**src/rtl/timer_display_pkg.sv**
```systemverilog
// Shared types and constants for the MM:SS timer display.
// Latency: n/a (declarations only).
// Backpressure: n/a.
package timer_display_pkg;

    localparam int DIGIT_W = 4;

    typedef enum logic [1:0] {
        ST_IDLE   = 2'd0,
        ST_SHIFT  = 2'd1,
        ST_UPDATE = 2'd2
    } state_t;

    typedef struct packed {
        logic [DIGIT_W-1:0] min_tens;
        logic [DIGIT_W-1:0] min_ones;
        logic [DIGIT_W-1:0] sec_tens;
        logic [DIGIT_W-1:0] sec_ones;
    } digits_t;

    // Active-low segments, bit0 = a .. bit6 = g.
    localparam logic [6:0] SEG_BLANK = 7'h7F;
    localparam logic [6:0] SEG_0 = 7'b1000000;
    localparam logic [6:0] SEG_1 = 7'b1111001;
    localparam logic [6:0] SEG_2 = 7'b0100100;
    localparam logic [6:0] SEG_3 = 7'b0110000;
    localparam logic [6:0] SEG_4 = 7'b0011001;
    localparam logic [6:0] SEG_5 = 7'b0010010;
    localparam logic [6:0] SEG_6 = 7'b0000010;
    localparam logic [6:0] SEG_7 = 7'b1111000;
    localparam logic [6:0] SEG_8 = 7'b0000000;
    localparam logic [6:0] SEG_9 = 7'b0010000;

    function automatic logic [6:0] seg_encode(input logic [DIGIT_W-1:0] digit);
        logic [6:0] seg;
        case (digit)
            4'd0:    seg = SEG_0;
            4'd1:    seg = SEG_1;
            4'd2:    seg = SEG_2;
            4'd3:    seg = SEG_3;
            4'd4:    seg = SEG_4;
            4'd5:    seg = SEG_5;
            4'd6:    seg = SEG_6;
            4'd7:    seg = SEG_7;
            4'd8:    seg = SEG_8;
            4'd9:    seg = SEG_9;
            default: seg = SEG_BLANK;
        endcase
        return seg;
    endfunction

    // One double-dabble iteration on {tens, ones, 6-bit binary}.
    function automatic logic [13:0] dd_step(input logic [13:0] sr);
        logic [13:0] t;
        t = sr;
        if (t[13:10] >= 4'd5) t[13:10] = t[13:10] + 4'd3;
        if (t[9:6] >= 4'd5)   t[9:6]   = t[9:6] + 4'd3;
        return {t[12:0], 1'b0};
    endfunction

endpackage

```
**src/rtl/timer_display_seven_seg_decoder.sv**
```systemverilog
// Purpose: one BCD digit plus blank flag to active-low seven-segment code.
// Latency: combinational, zero cycles.
// Backpressure: none; pure decode.
module seven_seg_decoder
    import timer_display_pkg::*;
(
    input  logic [DIGIT_W-1:0] digit_dat,
    input  logic               blank,
    output logic [6:0]         seg_dat
);

    always_comb begin
        seg_dat = SEG_BLANK;
        if (!blank) seg_dat = seg_encode(digit_dat);
    end

endmodule

```
**src/rtl/timer_display.sv**
```systemverilog
// Purpose: sequential BCD conversion of min/sec and MM:SS seven-segment drive with expiry blink.
// Latency: inputs captured at edge k appear on hex after edge k+7; busy high after edges k..k+6.
// Backpressure: input changes during a conversion are not taken; the held-copy mismatch restarts it.
module timer_display
    import timer_display_pkg::*;
#(
    parameter int CLK_F           = 50000000,
    parameter int BLINK_HZ        = 2,
    parameter bit BLANK_LEAD_ZERO = 1'b1
) (
    input  logic       clock,
    input  logic       reset_n,
    input  logic [5:0] sec_in,
    input  logic [5:0] min_in,
    input  logic       timer_end,
    output logic [6:0] hex0,
    output logic [6:0] hex1,
    output logic [6:0] hex2,
    output logic [6:0] hex3,
    output logic       busy
);

    localparam int HALF  = CLK_F / (2 * BLINK_HZ);
    localparam int CNT_W = (HALF > 1) ? $clog2(HALF) : 1;
    localparam logic [CNT_W-1:0] CNT_MAX = CNT_W'(HALF - 1);

    state_t          state_q, state_d;
    logic [2:0]      iter_q, iter_d;
    logic [13:0]     sec_sr_q, sec_sr_d;
    logic [13:0]     min_sr_q, min_sr_d;
    logic [11:0]     hold_q, hold_d;
    digits_t         digits_q, digits_d;
    logic            disp_vld_q, disp_vld_d;
    logic            busy_q, busy_d;
    logic [CNT_W-1:0] blink_cnt_q, blink_cnt_d;
    logic            blink_blank_q, blink_blank_d;

    always_comb begin
        state_d    = state_q;
        iter_d     = iter_q;
        sec_sr_d   = sec_sr_q;
        min_sr_d   = min_sr_q;
        hold_d     = hold_q;
        digits_d   = digits_q;
        disp_vld_d = disp_vld_q;
        busy_d     = busy_q;
        case (state_q)
            ST_IDLE: begin
                if (!disp_vld_q || ({min_in, sec_in} != hold_q)) begin
                    hold_d   = {min_in, sec_in};
                    sec_sr_d = {8'd0, sec_in};
                    min_sr_d = {8'd0, min_in};
                    iter_d   = 3'd0;
                    busy_d   = 1'b1;
                    state_d  = ST_SHIFT;
                end
            end
            ST_SHIFT: begin
                sec_sr_d = dd_step(sec_sr_q);
                min_sr_d = dd_step(min_sr_q);
                iter_d   = iter_q + 3'd1;
                if (iter_q == 3'd5) state_d = ST_UPDATE;
            end
            ST_UPDATE: begin
                digits_d.min_tens = min_sr_q[13:10];
                digits_d.min_ones = min_sr_q[9:6];
                digits_d.sec_tens = sec_sr_q[13:10];
                digits_d.sec_ones = sec_sr_q[9:6];
                disp_vld_d = 1'b1;
                busy_d     = 1'b0;
                state_d    = ST_IDLE;
            end
            default: state_d = ST_IDLE;
        endcase
    end

    // Blink runs off timer_end alone so it can never stall a display update.
    always_comb begin
        blink_cnt_d   = '0;
        blink_blank_d = 1'b0;
        if (timer_end) begin
            if (blink_cnt_q == CNT_MAX) begin
                blink_cnt_d   = '0;
                blink_blank_d = !blink_blank_q;
            end else begin
                blink_cnt_d   = blink_cnt_q + CNT_W'(1);
                blink_blank_d = blink_blank_q;
            end
        end
    end

    always_ff @(posedge clock or negedge reset_n) begin
        if (!reset_n) begin
            state_q       <= ST_IDLE;
            iter_q        <= 3'd0;
            sec_sr_q      <= '0;
            min_sr_q      <= '0;
            hold_q        <= '0;
            digits_q      <= '0;
            disp_vld_q    <= 1'b0;
            busy_q        <= 1'b0;
            blink_cnt_q   <= '0;
            blink_blank_q <= 1'b0;
        end else begin
            state_q       <= state_d;
            iter_q        <= iter_d;
            sec_sr_q      <= sec_sr_d;
            min_sr_q      <= min_sr_d;
            hold_q        <= hold_d;
            digits_q      <= digits_d;
            disp_vld_q    <= disp_vld_d;
            busy_q        <= busy_d;
            blink_cnt_q   <= blink_cnt_d;
            blink_blank_q <= blink_blank_d;
        end
    end

    logic blank_all;
    logic blank_lead;

    assign blank_all  = !disp_vld_q || blink_blank_q;
    assign blank_lead = blank_all || (BLANK_LEAD_ZERO && (digits_q.min_tens == 4'd0));
    assign busy       = busy_q;

    seven_seg_decoder u_dec0 (.digit_dat(digits_q.sec_ones), .blank(blank_all),  .seg_dat(hex0));
    seven_seg_decoder u_dec1 (.digit_dat(digits_q.sec_tens), .blank(blank_all),  .seg_dat(hex1));
    seven_seg_decoder u_dec2 (.digit_dat(digits_q.min_ones), .blank(blank_all),  .seg_dat(hex2));
    seven_seg_decoder u_dec3 (.digit_dat(digits_q.min_tens), .blank(blank_lead), .seg_dat(hex3));

endmodule

```
**config.mk**
```make
export PLATFORM = sky130hd
export DESIGN_NAME = timer_display
export DESIGN_NICKNAME = d
export VERILOG_FILES = /design/src/rtl/timer_display_pkg.sv /design/src/rtl/timer_display_seven_seg_decoder.sv /design/src/rtl/timer_display.sv
export SDC_FILE = /design/constraint.sdc
export NUM_CORES = 1
export LEC_CHECK = 0
export CORE_MARGIN = 1.5
export CORE_UTILIZATION = 44
export DETAILED_ROUTE_END_ITERATION = 10
export GPL_TIMING_DRIVEN = 0
export PLACE_DENSITY_LB_ADDON = 0.12
export RECOVER_POWER = 50
export SLEW_MARGIN = 40
export SYNTH_ARGS = -nofsm -noshare
export SYNTH_HDL_FRONTEND = slang
export SYNTH_HIERARCHICAL = 1
export SYNTH_SLANG_ARGS = --single-unit
```
**constraint.sdc**
```tcl
create_clock -name clock -period 3 [get_ports clock]
set_clock_uncertainty 0.15 [all_clocks]
set_input_delay 0.6 -clock clock [delete_from_list [all_inputs] [get_ports clock]]
set_output_delay 0.6 -clock clock [all_outputs]
set_load 0.02 [all_outputs]
```
After elaboration in Yosys (flattened, before gate mapping):

Memory sizes are Yosys's and may differ from the RTL's.
Index checks and enable logic that the tools add are counted.

* $add $sub $neg: 6
* reduce and logical (&&, ||, !) cells: 13
* equality and inequality tests: 8
* $lt $le $gt $ge: 4
* mux-type cells: 23

Operators with widths (count)
* $pmux W14 S2: 2
* $mux W24: 2
* $mux W14: 2
* $mux W7: 4
* $add A24 B1 Y24 const B: 1
* $eq A24 B24 Y1 const B: 1
* $ge A4 B3 Y1 const B: 4
* $ne A12 B12 Y1: 1
* $mux W3: 3
* $add A4 B2 Y4 const B: 2
* $mux W4: 2
* $reduce_and A2 Y1: 4
* $add A3 B2 Y3 const B: 2
* $pmux W3 S2: 1
* $logic_not A4 Y1: 1
* $mux W2: 2
* $ne A2 B2 Y1 const B: 2
* $pmux W2 S2: 1
* $reduce_bool A2 Y1: 2
* $add A3 B1 Y3 const B: 1
* $eq A3 B3 Y1 const B: 1
* $logic_or A1 B1 Y1: 3
* $mux W1: 3
* $eq A2 B1 Y1 const B: 1
* other kinds (5): 6

* flip-flop bits (word level): 88
* memories: 4
* ROM bits: 448
* input bits: 15
* output and inout bits: 29
* logic and storage cells: 71

Memories
* (no name shown): words 16, bits a word 7, rd ports 1, clocked after Yosys merged registers in 0, write ports 0, RTL line timer_display_pkg.sv:36 `case (digit)`
* (no name shown): words 16, bits a word 7, rd ports 1, clocked after Yosys merged registers in 0, write ports 0, RTL line timer_display_pkg.sv:36
* (no name shown): words 16, bits a word 7, rd ports 1, clocked after Yosys merged registers in 0, write ports 0, RTL line timer_display_pkg.sv:36
* (no name shown): words 16, bits a word 7, rd ports 1, clocked after Yosys merged registers in 0, write ports 0, RTL line timer_display_pkg.sv:36

Longest topological paths before layout:

Gate-level depths: netlist (run 1).

* depth after elaboration: 4
* gate-level depth with buffers: 7
* depth with buffers taken out: 7

By module:

Netlist (run 1), hierarchy kept.

Modules (own cells, without submodules)
* timer_display: area an instance 4226.6 µm², cells an instance 393, times used 1, sequential area each 2202.1 µm²
* seven_seg_decoder (u_dec1 ...): area an instance 235.2 µm², cells an instance 33, times used 2, sequential area each 0.0 µm²
* seven_seg_decoder (u_dec0): area an instance 252.7 µm², cells an instance 35, times used 1, sequential area each 0.0 µm²
* seven_seg_decoder (u_dec2): area an instance 236.5 µm², cells an instance 33, times used 1, sequential area each 0.0 µm²

Worst setup path before layout (run 1):

Ideal clock, no wire load.

* kind: register to output
* start: register blink_blank_q
* end: output hex3[5]
* buffers on the path: 0
* setup slack: 0.622 ns
* data arrival time: 1.628 ns
* data required time: 2.250 ns
* cell stages (with the launch flop): 5
* cells stage by stage: dfrtp_1 -> nand2b_1 -> or2_2 -> nor2_1 -> a21oi_1

* longest elaborated chain between the ends: 3

RTL lines
* start: declaration: RTL line timer_display.sv:36 `logic blink_blank_q, blink_blank_d;`
* start signal: assignment: RTL line timer_display.sv:114 `blink_blank_q <= blink_blank_d;`
* $logic_or A1 B1 Y1: RTL line timer_display.sv:121 `assign blank_all = !disp_vld_q || blink_blank_q;`
* via blank_all: RTL line timer_display.sv:118 `logic blank_all;`
* $logic_or A1 B1 Y1: RTL line timer_display.sv:122 `assign blank_lead = blank_all || (BLANK_LEAD_ZERO && (digits_q.min_tens == 4'd0));`
* via blank_lead: RTL line timer_display.sv:119 `logic blank_lead;`
* $mux W7: RTL line timer_display_seven_seg_decoder.sv:14 `if (!blank) seg_dat = seg_encode(digit_dat);`
* end: declaration: RTL line timer_display.sv:19 `output logic [6:0] hex3,`

The timed path passes the listed nets, and every way through them passes these cells.

Worst setup path in the final report (run 1):

* start: register blink_blank_q
* end: output hex3[1]

Same word-level chain as after synthesis.

==> key figures, run 1 <==
Detailed routing
  – Remaining DRCs: 0
  – TritonRoute pass-1 iters: 4
  – Wirelength per Cell: 14.19 um
  – Final ANT Viol Nets: 0
  – Vias per inst: 5.352
  – Via count of the routed design: 3912
  – Routed wire length: 10.37 mm
  – Starting DRT DRC Count: 265

Clocking
  – H-tree levels: 3
  – Root buffer cell: clkbuf_16
  – Reg clk slew, reported paths: 0.06 ns
  – Max Buffers Root-to-Sink: 2
  – Cts bufs inserted: 9
  – Clock Sinks: 88
  – Clk_lat worst skew: 0.34 ns
  – CTS tree: yes

Floorplanning
  – Std cell rows: 39
  – IO Count: 44
  – Initial Util: 45.23%
  – Die H: 111.6 um
  – Core area: 11470 um2
  – Die area: 12450 um2
  – Die Width: 111.6 um

Place
  – Dpl ws: -0.001429 ns
  – Post-DP HPWL: 7.278 mm
  – Final GP Congestion: 0.7896
  – # port buffers: 43

Worst setup path
  – Req. time, crit path: 2.25 ns
  – Arrival @ worst endpoint: 2.13 ns
  – Critical path startpoint category: flip-flop
  – CP Capture Type: output port
  – Critical path class: flip-flop to output port
  – Crit Path Max Fanout: 11

Power
  – Clock power share: 18.9%
  – Comb power frac: 51.5%
  – Pwr Density: 1079 nW/um2
  – IR drop worst, VDD: 0.7242 mV
  – Reg power frac: 29.6%
  – Pwr Total: 6.660 mW
  – Switching share of power: 38.85%
  – Pint: 4.073 mW
  – LEAKAGE: 2.697 nW
  – Switching pwr: 2.587 mW

Timing
  – Fmax: 346.8 MHz
  – Worst-margin pin slew: 2.109 ns
  – Min Tclk post-route: 2.883 ns
  – RSZ-0062 raised after global routing: false
  – Worst setup margin: 0.1165 ns
  – Fin. Hold Viols: 0
  – # setup viols final: 0
  – Max_slew headroom: -40.59%
  – Max Transition Viols Final: 46
  – Post-route clock period utilization: 96.12%
  – Setup_tns: 0 ns

Global route
  – Initial antenna violation count: 0
  – Tot GR Track Use: 17.47%
  – First-pass GRT wire length: 17.51 mm
  – Largest net degree at the start of global routing: 47
  – Total grt overflow: 0
  – Vias in the first global route: 3718

Finish
  – Footprint of the multi-input gates: 2771 um2
  – N_diodes: 0
  – Final Core Density: 53.84%
  – P&R area growth vs syn: 19.03%
  – Share of layout cells above drive strength 1: 11.56%
  – # fillers: 1030
  – Final nets: 629
  – FF+latch area: 2205 um2

Synth
  – Cells after synthesis: 527
  – Average size of a mapped cell: 9.841 um2
  – Synth Register Bits: 88
  – Net Count, Synth: 573
  – Leading area contributor after synthesis: dfrtp_1
  – Post-synth EDFFs: 0
  – Leading post-synthesis cells by cell area: dfrtp_1, ha_1, xnor2_1
  – Top_reg_cell synth: dfrtp_1
  – Post-synth ARST share: 100.0%
  – Mapped cell area: 5186 um2
  – Share of the synthesized area in the top cell type: 42.46%
  – Synth Warn #: 6
  – Synth cell types: 48
  – Sequential element share of the synthesized area: 42.46%

Run status
  – Violated checks: capacitance limit, slew limit
  – Status: complete, but fails checks

Hold path
  – Worst hold-check path type: flip-flop to flip-flop

Flow run
  – Max cap viols: 1
-- registers in the layout, summed over array words and instances, names as in the netlist --
register,count
blink_blank_q,1
blink_cnt_q,24
busy,1
digits_q,16
disp_vld_q,1
hold_q,12
iter_q,3
min_sr_q,14
sec_sr_q,14
state_q,2
-- kinds of logic after synthesis --
family          Yosys count  share of synthesized area (%)
fa+ha+maj                31                          7.479
simple gates            181                          19.13
compound gates          117                          14.62
mux                      22                          4.753
xor+xnor                 42                          7.093
buf+inv                  46                          4.463
flops                    88                          42.46
-- final cells by class --
cell class	instances	area share, %
multi-input combinational	394	44.89
clock inverter	3	1.459
inverter	25	1.520
clock buffer	13	3.891
sequential	88	35.71
tap	143	2.898
timing repair buffer	44	7.418
buffer	21	2.209
-- critical path, stage by stage (launching register included) --
cell and delay [ns]:
dfrtp_1 0.43, nand2b_4 0.25, or2_2 0.40, o21bai_1 0.18, clkdlybuf4s50_1 0.53
-- power by group through the flow --
stage	Clock (mW)	Combinational, mW	Sequential [mW]
2_1_floorplan	0	2.37	1.89
3_3_place_gp	0	3.40	1.97
3_5_place_dp	0	3.48	2.00
4_1_cts	1.29	3.46	1.97
5_1_grt	1.35	3.76	2.04
6_report	1.26	3.43	1.97
-- final timing paths --
kind                                                 from  slack [ns]                        end  depth (start not counted)
min in group asynchronous                         reset_n        0.86  blink_cnt_q[10]$_DFF_PN0_                          1
worst min-delay path             blink_cnt_q[0]$_DFF_PN0_        0.35   blink_cnt_q[0]$_DFF_PN0_                          1
worst min register to register   blink_cnt_q[0]$_DFF_PN0_        0.35   blink_cnt_q[0]$_DFF_PN0_                          1
worst max-delay path            blink_blank_q$_DFFE_PN0P_        0.12                    hex3[1]                          4
max in group asynchronous                         reset_n        0.47    digits_q[1]$_DFFE_PN0P_                          1
worst max register to register     state_q[0]$_DFFE_PN0P_        0.53    sec_sr_q[7]$_DFFE_PN0P_                          6
-- what timing repair did --
action	CTS	global route
setup endpoints to repair	7	3
setup buffers	0	0
gates resized for setup	6	3
cloned	1	0
hold buffers	0	0
-- placed cells by master (no fill, tap or decap), types with 3 or more instances in the layout --
| master | instances |
|---|---|
| ha_1 | 31 |
| buf_6 | 7 |
| clkbuf_1 | 14 |
| a21oi_1 | 30 |
| nor3b_2 | 4 |
| nor3b_1 | 12 |
| bufinv_16 | 3 |
| xor2_1 | 8 |
| dfrtp_1 | 86 |
| nand4_1 | 6 |
| nor3_2 | 3 |
| dlygate4sd2_1 | 4 |
| xnor2_1 | 34 |
| o22ai_1 | 3 |
| o21ai_1 | 5 |
| buf_2 | 4 |
| nand3_1 | 14 |
| inv_1 | 25 |
| nor4_1 | 4 |
| nor2_1 | 44 |
| o2bb2ai_1 | 4 |
| and3_1 | 4 |
| a22o_1 | 22 |
| o21bai_1 | 6 |
| nor3_1 | 13 |
| nand2b_1 | 16 |
| nand2_1 | 38 |
| o21ai_0 | 31 |
| clkbuf_16 | 9 |
| nand2b_4 | 4 |
| a211o_1 | 8 |
| nor2b_1 | 3 |
| nand3b_1 | 3 |
| clkdlybuf4s50_1 | 37 |
| mux2_2 | 21 |
-- stage by stage --
step | hold WS, ns | std cells | cell area, um2
after floorplan | 0.1544 | 527 | 5186
final | 0.3477 | 731 | 6173
after detailed placement | 0.3427 | 714 | 5827
after CTS | 0.04592 | 731 | 6171
after global placement | 0.3433 | 713 | 5796
after global routing | 0.3807 | 731 | 6173
-- metal layers --
metal  global-route usage [%]  part of all wire [%]  vias up
met5                        0                     0        -
met4                    5.992                   1.2        0
met3                    3.865                   3.4        8
met2                    27.85                    47       72
met1                    23.64                    48     1870
li1                         -                     -     1962
-- cell usage after synthesis (2+ instances only) --
master	number
nand2b_1	17
nand4_1	6
dfrtp_1	88
a22o_1	22
a221o_1	2
nor2b_1	3
nand2_1	38
nand2b_4	3
and2_1	2
and3_1	4
nor3b_1	12
mux2_2	21
a22oi_1	2
nor2_1	45
buf_2	5
o2bb2ai_1	4
o21ai_0	31
xnor2_1	34
inv_1	25
a21oi_2	2
ha_1	31
a21oi_1	30
o22ai_1	3
nor4_1	4
buf_6	7
o21bai_1	6
nor3b_2	4
clkbuf_1	9
a211o_1	8
nor3_1	13
xor2_1	8
o21ai_1	5
nand3_1	14
nor3_2	3
nand3b_1	3
Note: power is estimated with default switching activity, not from simulation.
==> run 2: changes to the inputs <==
--- a/config.mk
+++ b/config.mk
@@ -7,6 +7,7 @@
 export LEC_CHECK = 0
 export CORE_MARGIN = 1.5
 export CORE_UTILIZATION = 44
+export CTS_BUF_LIST = sky130_fd_sc_hd__clkbuf_2
 export DETAILED_ROUTE_END_ITERATION = 10
 export GPL_TIMING_DRIVEN = 0
 export PLACE_DENSITY_LB_ADDON = 0.12
==> run 2 against run 1 <==
Highest routed layer unchanged. Fmax rose by 0.18%. The flow now finishes without violations. Die area stayed put. Clock-buffer cell count did not move. Power shrank 7.9%. Global-route usage shrank 0.070 points. Non-clock buffer count rose by 12.
==> key figures, run 2 (same netlist as run 1, synthesis figures left out) <==
Global route
  – First-pass GRT wire length: 17.68 mm
  – Global routing usage on met1: 24.06%
  – Met3 Resource Use GR: 1.905%
  – Total grt overflow: 0
  – Met2 Use GR: 28.22%
  – Tot GR Track Use: 17.40%
  – Vias in the first global route: 3774
  – Grt peak-use layer: met2
  – Initial antenna violation count: 0
  – Largest net degree at the start of global routing: 47

Detailed routing
  – Remaining DRCs: 0
  – Starting DRT DRC Count: 253
  – Wirelength per Cell: 14.05 um
  – Via count of the routed design: 3958
  – Routed wire length: 10.44 mm
  – Vias per inst: 5.327
  – TritonRoute pass-1 iters: 4
  – Final ANT Viol Nets: 0

Power
  – Pwr Total: 6.134 mW
  – IR drop worst, VDD: 0.7237 mV
  – Pwr Density: 1004 nW/um2
  – LEAKAGE: 2.808 nW

Clocking
  – Cts bufs inserted: 9
  – Clock Sinks: 88
  – Clk_lat worst skew: 0.53 ns
  – Root buffer cell: clkbuf_2
  – Reg clk slew, reported paths: 0.24 ns
  – Max Buffers Root-to-Sink: 2
  – H-tree levels: 3
  – CTS tree: yes

Worst setup path
  – CP Capture Type: output port
  – Critical path startpoint category: flip-flop
  – Critical path class: flip-flop to output port
  – Req. time, crit path: 2.25 ns
  – Arrival @ worst endpoint: 2.13 ns
  – Crit Path Max Fanout: 6

Place
  – Final GP Congestion: 0.7896
  – Post-DP HPWL: 7.278 mm
  – Placed cell area: 5827 um2
  – # port buffers: 43

Timing
  – Max_slew headroom: 23.00%
  – Max Transition Viols Final: 0
  – Worst-margin pin slew: 1.155 ns
  – Fin. Hold Viols: 0
  – Min Tclk post-route: 2.878 ns
  – Fmax: 347.4 MHz
  – RSZ-0062 raised after global routing: false
  – Post-route clock period utilization: 95.95%
  – # setup viols final: 0

Finish
  – # fillers: 1036
  – Final Core Density: 53.28%
  – N_diodes: 0
  – Final nets: 641
  – Largest regs: blink_cnt_q: 24 flops, digits_q: 16 flops
  – Commonest non-fill, non-tap cell in the layout: dfrtp_1
  – Biggest register: blink_cnt_q
  – Design area: 6110 um2
  – Most frequent cells in the layout: dfrtp_1, nor2_1, nand2_1
  – Largest register FFs: 24
  – P&R area growth vs syn: 17.80%
  – Share of layout cells above drive strength 1: 14.50%

Floorplanning
  – Die H: 111.6 um
  – IO Count: 44
  – Die Width: 111.6 um
  – Std cell rows: 39
  – Initial Util: 45.23%
  – Die area: 12450 um2
  – Core area: 11470 um2

Flow run
  – Max cap viols: 0

Run status
  – Status: finished, final reports clean

Hold path
  – Worst hold-check path type: flip-flop to flip-flop
==> run 2: cell count changes in the layout (fill, tap and decap cells not counted), moves of 3 or more <==
cell,previous run,this run
clkbuf_1,14,10
dlymetal6s2s_1,2,11
dlygate4sd2_1,4,12
buf_4,0,11
clkbuf_2,0,14
dfrtp_1,86,83
clkbuf_16,9,0
dfrtp_2,2,5
clkdlybuf4s50_1,37,19
==> run 2: final timing paths <==
check / from / to / slack, ns / cells after the start
worst max-delay path: digits_q[9]$_DFFE_PN0P_ / hex2[6] / 0.12 / 5
worst min-delay path: blink_cnt_q[0]$_DFF_PN0_ / blink_cnt_q[0]$_DFF_PN0_ / 0.37 / 1
worst max register to register: state_q[0]$_DFFE_PN0P_ / sec_sr_q[7]$_DFFE_PN0P_ / 0.46 / 6
worst min register to register: blink_cnt_q[0]$_DFF_PN0_ / blink_cnt_q[0]$_DFF_PN0_ / 0.37 / 1
max in group asynchronous: reset_n / digits_q[5]$_DFFE_PN0P_ / 1.25 / 2
min in group asynchronous: reset_n / digits_q[1]$_DFFE_PN0P_ / 0.65 / 2
==> run 2: power by group <==
part           internal, mW  switching (mW)
sequential             1.56           0.379
combinational          1.66            1.78
clock                 0.374           0.384
==> run 2: routing by layer <==
layer  wire (um)  share of wire [%]
met5           0                  0
met4         128                1.2
met3         443                4.2
met2        4864                 47
met1        5000                 48
==> run 2: area by class of cell <==
| class | count | area [um2] | area share, % |
|---|---|---|---|
| Clock inverter | 3 | 90.09 | 1.475 |
| Multi-Input combinational cell | 394 | 2779 | 45.48 |
| Timing Repair Buffer | 56 | 558.0 | 9.134 |
| Sequential cell | 88 | 2208 | 36.15 |
| Tap cell | 143 | 178.9 | 2.929 |
| Buffer | 21 | 136.4 | 2.232 |
| Clock buffer | 13 | 65.06 | 1.065 |
| Inverter | 25 | 93.84 | 1.536 |
==> run 2: critical path: stages (launching register included) <==
cell             delay, ns
dfrtp_2               0.46
buf_4                 0.16
ha_1                  0.18
nor3_2                0.20
a21oi_1               0.06
clkdlybuf4s50_1       0.54
==> run 2: repair_timing <==
| action | CTS | global route |
|---|---|---|
| setup endpoints to repair | 27 | 19 |
| hold endpoints to repair | 45 | 0 |
| buffers inserted | 8 | 3 |
| hold buffers | 1 | 0 |
| cloned | 1 | 0 |
| resized for setup | 19 | 13 |
==> run 2: metrics by stage <==
step	setup TNS, ns	hold slack [ns]	worst slack, ns	cells
5_1_grt	0	0.4019	0.002767	743
2_1_floorplan	0	0.1544	0.6222	527
6_report	0	0.3650	0.1216	743
3_3_place_gp	-184.08	0.3433	-2.093	713
4_1_cts	0	0.3421	0.0002822	740
3_5_place_dp	-0.001429	0.3427	-0.001429	714
==> run 3: changes to the inputs <==
--- a/config.mk
+++ b/config.mk
@@ -5,7 +5,6 @@
 export SDC_FILE = /design/constraint.sdc
 export NUM_CORES = 1
 export LEC_CHECK = 0
-export CORE_MARGIN = 1.5
 export CORE_UTILIZATION = 44
 export CTS_BUF_LIST = sky130_fd_sc_hd__clkbuf_2
 export DETAILED_ROUTE_END_ITERATION = 10
==> run 3 against run 2 <==
The flow now finishes with violations (capacitance limit, slew limit). Sequential cell count unchanged. Power is 4.3% lower. Hold slack better by 0.0031 ns. Fmax up 1.2%. Core utilization shrank 0.60 points. Highest routed layer unchanged. Sequential share of layout area is 0.45 points higher. First-iteration DRC count is 24% higher. Worst setup slack better by 0.034 ns. Via count is 0.48% lower. Critical path type unchanged. Die area shrank 1.8%. Clock-buffer cell count decreased by 1. Critical path depth stayed put.
==> key figures, run 3 (same netlist as run 1, synthesis figures left out) <==
Hold path
  – Min-Delay Startpoint: blink_cnt_q[0]$_DFF_PN0_
  – Hold Path Depth: 1
  – Worst hold-check path type: flip-flop to flip-flop
  – Hold path endpoint: blink_cnt_q[0]$_DFF_PN0_

Power
  – Pwr Density: 972.1 nW/um2
  – Switching pwr: 2.529 mW
  – Reg power frac: 32.9%
  – Pwr Total: 5.873 mW
  – Switching share of power: 43.06%
  – Comb power frac: 59.0%
  – IR drop worst, VDD: 0.7778 mV
  – LEAKAGE: 2.792 nW
  – Clock power share: 8.1%
  – Pint: 3.344 mW

Clocking
  – Cts bufs inserted: 9
  – Root buffer cell: clkbuf_2
  – H-tree levels: 3
  – Max Buffers Root-to-Sink: 2
  – Clk_lat worst skew: 0.51 ns
  – CTS tree: yes
  – Reg clk slew, reported paths: 0.20 ns
  – Clock Sinks: 88

Floorplanning
  – Die Width: 110.6 um
  – Die area: 12220 um2
  – Std cell rows: 39
  – IO Count: 44
  – Core area: 11470 um2
  – Die H: 110.6 um
  – Initial Util: 45.23%

Worst setup path
  – Critical path class: flip-flop to output port
  – CP Capture Type: output port
  – R2R cell count: 6
  – Req. time, crit path: 2.25 ns
  – Crit Path Max Fanout: 5
  – R2r setup slk: 0.44 ns
  – R2r endpoint: sec_sr_q[7]$_DFFE_PN0P_
  – Arrival @ worst endpoint: 2.09 ns
  – Critical path startpoint category: flip-flop
  – Worst reg2reg startpoint: state_q[0]$_DFFE_PN0P_

Timing
  – # setup viols final: 0
  – Max_slew headroom: -12.04%
  – Fin. Hold Viols: 0
  – Min Tclk post-route: 2.845 ns
  – Worst-margin pin slew: 1.681 ns
  – Worst setup margin: 0.1554 ns
  – Max Transition Viols Final: 39
  – RSZ-0062 raised after global routing: false
  – Fmax: 351.5 MHz
  – Post-route clock period utilization: 94.82%

Place
  – # port buffers: 43
  – Final GP Congestion: 0.7632
  – Dpl ws: 0.02931 ns
  – Post-DP HPWL: 7.127 mm

Finish
  – Most frequent cells in the layout: dfrtp_1, nor2_1, nand2_1
  – Largest register FFs: 24
  – Share of layout cells above drive strength 1: 14.64%
  – Commonest non-fill, non-tap cell in the layout: dfrtp_1
  – Biggest register: blink_cnt_q
  – N_diodes: 0
  – Final nets: 644
  – Largest regs: blink_cnt_q: 24 flops, digits_q: 16 flops
  – P&R area growth vs syn: 16.48%

Detailed routing
  – Max layer used: met4
  – Remaining DRCs: 0
  – Vias per inst: 5.294
  – Starting DRT DRC Count: 314
  – Via count of the routed design: 3939
  – Routed wire length: 10.48 mm
  – Met2 wire length: 4.848 mm
  – Wl on met1: 5.156 mm
  – DR WL met3: 283 um
  – Wirelength per Cell: 14.09 um
  – Final ANT Viol Nets: 0
  – TritonRoute pass-1 iters: 6

Global route
  – Largest net degree at the start of global routing: 52
  – Total grt overflow: 0
  – Initial antenna violation count: 0
  – Vias in the first global route: 3766
  – First-pass GRT wire length: 18.05 mm
  – Tot GR Track Use: 17.93%

Run status
  – Violated checks: capacitance limit, slew limit
  – Status: complete, but fails checks

Flow run
  – Max cap viols: 1
## run 3: worst max-delay path: stages, from the launching register on
cell and delay [ns]:
dfrtp_2 0.45, inv_1 0.09, ha_1 0.30, nor2_1 0.04, o21bai_1 0.11, clkdlybuf4s50_1 0.61
## run 3: metal layers
metal / vias up / global-route usage, %
li1: 1981 / -
met4: 0 / 7.200
met5: - / 0
met1: 1871 / 24.54
met3: 14 / 2.141
met2: 73 / 28.94
## run 3: metrics by stage
stage | util [%] | instances | area, um2 | setup TNS [ns] | hold slack (ns)
floorplan | - | 527 | 5186 | 0 | 0.1544
global placement | 50.54 | 713 | 5796 | -189.28 | 0.3449
detailed placement | 50.81 | 714 | 5827 | 0 | 0.3353
CTS | 52.08 | 737 | 5972 | 0 | 0.3427
global route | 52.68 | 744 | 6041 | 0 | 0.3884
finish | 52.68 | 744 | 6041 | 0 | 0.3681
## run 3: worst max-delay path by stage
stage / start / cells past startpoint / end
final: digits_q[5]$_DFFE_PN0P_ / 5 / hex1[1]
after detailed placement: min_in[3] / 8 / min_sr_q[0]$_DFFE_PN0P_
after floorplan: blink_blank_q$_DFFE_PN0P_ / 4 / hex3[5]
after CTS: digits_q[5]$_DFFE_PN0P_ / 6 / hex1[4]
after global placement: reset_n / 1 / blink_cnt_q[11]$_DFF_PN0_
after global routing: digits_q[8]$_DFFE_PN0P_ / 6 / hex2[5]
## run 3: power groups by stage
stage | combinational (mW) | sequential (mW) | clock [mW]
after floorplan | 2.37 | 1.89 | 0
after global placement | 3.40 | 1.97 | 0
after detailed placement | 3.48 | 1.99 | 0
after CTS | 3.48 | 1.94 | 0.504
after global routing | 3.82 | 2.00 | 0.550
final | 3.47 | 1.93 | 0.475
## run 3: cell type report
cell class,instances,area (um2)
tap,143,178.9
buffer,21,136.4
timing repair buffer,59,573.1
clock inverter,2,8.758
fill,1031,5426
multi-input combinational,394,2779
clock buffer,12,60.06
sequential,88,2211
inverter,25,93.84
## run 3: what timing repair did
action / in CTS / in global routing
buffers inserted: 7 / 7
endpoints found under the setup margin: 25 / 18
gates resized for setup: 19 / 14
endpoints found under the hold margin: 37 / 0
hold buffers: 1 / 0
gates cloned: 1 / 0
